--- config.mk ---
export PLATFORM = sky130hd
export DESIGN_NAME = dsp_loader
export DESIGN_NICKNAME = d
export VERILOG_FILES = /design/src/rtl/dsp_loader.sv
export SDC_FILE = /design/constraint.sdc
export NUM_CORES = 1
export LEC_CHECK = 0
export ABC_CLOCK_PERIOD_IN_PS = 2610
export CAP_MARGIN = 20
export CORE_UTILIZATION = 58
export DETAILED_ROUTE_END_ITERATION = 12
export PLACE_DENSITY = 0.85
export SYNTH_ARGS = -nofsm -noshare
export SYNTH_HDL_FRONTEND = slang
export SYNTH_SLANG_ARGS = --single-unit
--- constraint.sdc ---
create_clock -name clk -period 2.61 [get_ports clk]
set_clock_uncertainty 0.05 [all_clocks]
set_input_delay 0.261 -clock clk [delete_from_list [all_inputs] [get_ports clk]]
set_output_delay 0.261 -clock clk [all_outputs]
set_load 0.01 [all_outputs]
--- src/rtl/dsp_loader.sv ---
// dsp_loader: packs an MSB-first byte stream into bus_width-bit words for the dsp stage.
// Each finished word is presented with a one-cycle write strobe. After the last word of a
// frame, a one-cycle start pulse follows. A frame ends early when s_last is seen.
module dsp_loader #(
   parameter int unsigned bus_width   = 24,
   parameter int unsigned frame_words = 2
) (
   input  logic                 clk,
   input  logic                 rst,
   input  logic                 en,
   input  logic                 s_valid,
   input  logic [7:0]           s_data,
   input  logic                 s_last,
   output logic                 s_ready,
   output logic [bus_width-1:0] din,
   output logic                 we,
   output logic                 start,
   output logic                 busy,
   output logic [7:0]           frame_len
);

   localparam int unsigned Bpw  = bus_width / 8;
   localparam int unsigned IdxW = (Bpw > 1) ? $clog2(Bpw) : 1;

   typedef enum logic [1:0] {
      StLoad,
      StEmit,
      StDone
   } state_e;

   state_e               state_q, state_d;
   logic [bus_width-1:0] acc_q, acc_d;
   logic [bus_width-1:0] acc_ins;
   logic [IdxW-1:0]      idx_q, idx_d;
   logic [7:0]           cnt_q, cnt_d;
   logic                 last_q, last_d;
   logic [bus_width-1:0] din_q, din_d;
   logic                 we_q, we_d;
   logic                 start_q, start_d;
   logic [7:0]           len_q, len_d;
   logic                 accept;
   logic                 word_done;

   // Handshake and status. Both are forced low while reset is held.
   always_comb begin
      s_ready   = !rst && en && (state_q == StLoad);
      accept    = s_valid && s_ready;
      word_done = accept && ((idx_q == IdxW'(Bpw - 1)) || s_last);
      busy      = !rst && ((idx_q != '0) || (cnt_q != '0) || (state_q != StLoad));
   end

   // Insert the incoming byte into the accumulator slot selected by the byte index.
   always_comb begin
      acc_ins = acc_q;
      for (int unsigned b = 0; b < Bpw; b++) begin
         if (idx_q == IdxW'(b)) begin
            acc_ins[bus_width-1-8*b -: 8] = s_data;
         end
      end
   end

   // Next-state logic for the three-state LOAD/EMIT/DONE machine.
   // din/we/start/frame_len are computed one cycle early so that they come out registered.
   always_comb begin
      state_d = state_q;
      acc_d   = acc_q;
      idx_d   = idx_q;
      cnt_d   = cnt_q;
      last_d  = last_q;
      din_d   = din_q;
      we_d    = 1'b0;
      start_d = 1'b0;
      len_d   = len_q;
      unique case (state_q)
         StLoad: begin
            if (accept) begin
               acc_d = acc_ins;
               if (word_done) begin
                  state_d = StEmit;
                  last_d  = s_last;
                  din_d   = acc_ins;
                  we_d    = 1'b1;
               end else begin
                  idx_d = idx_q + 1'b1;
               end
            end
         end
         StEmit: begin
            // Start the next word from zero so that missing bytes read as 0.
            acc_d = '0;
            idx_d = '0;
            if (last_q || (cnt_q == 8'(frame_words - 1))) begin
               state_d = StDone;
               start_d = 1'b1;
               len_d   = cnt_q + 8'd1;
            end else begin
               cnt_d   = cnt_q + 8'd1;
               state_d = StLoad;
            end
         end
         StDone: begin
            cnt_d   = '0;
            last_d  = 1'b0;
            state_d = StLoad;
         end
         default: begin
            state_d = StLoad;
         end
      endcase
   end

   // State and output registers with synchronous reset.
   always_ff @(posedge clk) begin
      if (rst) begin
         state_q <= StLoad;
         acc_q   <= '0;
         idx_q   <= '0;
         cnt_q   <= '0;
         last_q  <= 1'b0;
         din_q   <= '0;
         we_q    <= 1'b0;
         start_q <= 1'b0;
         len_q   <= '0;
      end else begin
         state_q <= state_d;
         acc_q   <= acc_d;
         idx_q   <= idx_d;
         cnt_q   <= cnt_d;
         last_q  <= last_d;
         din_q   <= din_d;
         we_q    <= we_d;
         start_q <= start_d;
         len_q   <= len_d;
      end
   end

   assign din       = din_q;
   assign we        = we_q;
   assign start     = start_q;
   assign frame_len = len_q;

endmodule
==> key figures <==
Setup path
  – Crit. End Element: primary output
  – Worst-path fanout max: 5
  – Worst path arrival time: 2.13 ns
  – CP required: 2.30 ns
  – Reg2reg setup slack: 0.36 ns
  – WS Path Type: flop to primary output
  – CP Launch Type: flop
  – R2r worst-path depth: 6

CTS
  – CTS tree: built
  – Worst-Skew Late Latency: 0.34 ns
  – CTS max path bufs: 2
  – Setup bufs post-CTS: 0
  – Worst-path clk slew: 0.07 ns
  – CTS root buf: clkbuf_8
  – Post-CTS Resized: 0
  – # hold bufs at CTS: 0
  – Clock sinks: 71
  – Num CTS Buffers: 9
  – CTS H-Tree Depth: 3

Logic synthesis
  – Top post-synthesis cells by count: 71 x dfxtp_1, 47 x nor2_1, 37 x mux2i_1
  – EDFF count, synth: 0
  – Mean Syn Cell Area: about 9.6 um^2
  – Post-synthesis sequential area ratio: 44.48%
  – Synth area leaders: dfxtp_1 44%, mux2i_1 12%, a211oi_2 9.4%, nor2_1 5.5%, nand3_1 3.1%
  – Ys Warns: 0
  – Synth top area share: 44.48%
  – #FFs+latches synth: roughly 70
  – Mapped Cells: 334
  – Syn_nets: 353
  – Netlist cell types: 40
  – Synth async-reset ratio: 0%
  – Cell taking the most area after synthesis: dfxtp_1
  – Count leader, synth: dfxtp_1
  – Synthesized cell area: 0.003196 mm^2
  – Primary FF master, synth: dfxtp_1

Detailed routing
  – Final WL: 6938 um
  – Routed len/inst: between 15 and 20 um
  – Via density: 5.637
  – # DRC: 0
  – Via count: 2548
  – Starting DRT DRC Count: 113
  – Post-route ant nets: 0
  – TritonRoute pass-1 iters: 4

Final layout
  – N_diodes: 0
  – Final Util: 74.45%
  – Final #Nets: a little under 400
  – Share of cells above drive strength 1: 13.87%
  – Final instance area: 0.003875 mm^2
  – Multi-input logic area: 0.001583 mm^2
  – Layout area overhead: 21.26%
  – Filler cell count: 377
  – Register area: 0.001421 mm^2

STA
  – Slew @ Worst Pin: between 0.6 and 0.7 ns
  – Hold Fails Final Rpt: 0
  – Slew Viols, Final: 0
  – PnR worst setup slack: 0.1721 ns
  – Slew HR: 57.18%
  – Worst hold slack: 0.3368 ns
  – Maximum clock rate: 410.2 MHz
  – RSZ-0062 raised after global routing: false
  – Final worst path period share: 93.41%
  – Minimum clock period: 2.438 ns
  – Final TNS setup: 0 ns
  – Count of final setup violators: 0

Hold path
  – HP Class: input pin to flop
  – Hold depth: 3

Global routing
  – Total track usage: 24.54%
  – Global route overflow: 0
  – Vias in the first global route: around 2400
  – Wire length of the first global-routing pass: 11310 um
  – Largest net degree at the start of global routing: 48
  – Initial antenna violation count: 0

Status
  – Status: complete, no violations

Floorplan
  – Die X: ~76 um
  – Ports: 49
  – Core area: 0.005205 mm^2
  – # rows: 26
  – Chip height: 76.23 um
  – Starting Density: 61.39%
  – Die ar.: roughly 0.0058 mm^2

Power
  – Pwr Density: ~530 mW/mm^2
  – Leak: approximately 1.5 nW
  – VDD IR max: 0.3274 mV

Place
  – GPL Wtd Cong: 0.8938
  – Dpl ws: around 0.12 ns
  – Placed cell area: between 0.003 and 0.004 mm^2
  – DP HPWL: 4558 um
  – IO buf count: 48

Job
  – Max-Cap Viols: 0
## metrics by stage
step           instances  total power, mW
4_1_cts              452            2.072
3_3_place_gp         437            1.331
2_1_floorplan        334            1.254
6_report             452            2.059
3_5_place_dp         437            1.336
5_1_grt              452            2.137
## sequential cells by signal, indices dropped and copies added, names as in the netlist, 2 cells and up
register / flops
frame_len: 8
cnt_q: 8
idx_q: 2
din: 24
acc_q: 24
state_q: 2
## worst paths after layout
| kind | from | to |
|---|---|---|
| min | rst | we |
| max reg2reg | state_q[1] | acc_q[19] |
| min reg2reg | frame_len[5] | frame_len[5] |
| max | state_q[1] | s_ready |
## final cells by class
| class | count | area share [%] |
|---|---|---|
| Clock inverter | 4 | 0.5812 |
| Tap cell | 70 | 2.260 |
| Inverter | 17 | 1.647 |
| Clock buffer | 11 | 3.649 |
| Multi-Input combinational cell | 222 | 40.85 |
| Sequential cell | 71 | 36.68 |
| Timing Repair Buffer | 57 | 14.34 |
## worst max-delay path, cell delays in order (launching register included)
cell	delay (ns)
dfxtp_1	0.35
or4b_1	0.67
inv_1	0.19
clkdlybuf4s50_1	0.59
## per-layer routing
metal  track usage, %  vias to the layer above  wire length (um)
met2            40.45                       75              3226
met4            11.54                        0               160
met5                0                        -                 0
li1                 -                     1276                 -
met3            4.192                       17               309
met1            31.19                     1180              3241
## kinds of logic after synthesis
| kind of cell | count (synthesis) | synth area share (%) |
|---|---|---|
| AOI/OAI and AO/OA | 76 | 19.50 |
| xor gates and xnor gates | 4 | 1.097 |
| adders and majority gates | 6 | 2.349 |
| buffers and inverters | 41 | 5.990 |
| DFF | 71 | 44.48 |
| muxes | 37 | 11.59 |
| and+or+nand+nor | 99 | 15.00 |
## cell usage in the layout (no fill, tap or decap), types with 3 or more instances in the layout
master,instances
a21oi_1,16
ha_1,6
nor2_1,47
a211oi_2,24
clkinv_2,3
dfxtp_1,71
buf_4,8
inv_1,16
mux2i_1,37
nand2_1,5
nor3_1,5
clkdlybuf4s50_1,47
a311oi_1,3
a31oi_1,3
nand3_1,20
nand4_1,11
xor2_1,3
o21ai_0,16
clkbuf_8,10
## report_power, final
group	total, mW	internal (mW)	switching (mW)
Clock	0.745	0.361	0.384
Combinational	0.196	0.0821	0.113
Sequential	1.12	1.11	0.0129
Total	2.06	1.55	0.510
No activity file was read; power rests on OpenSTA's default activity.
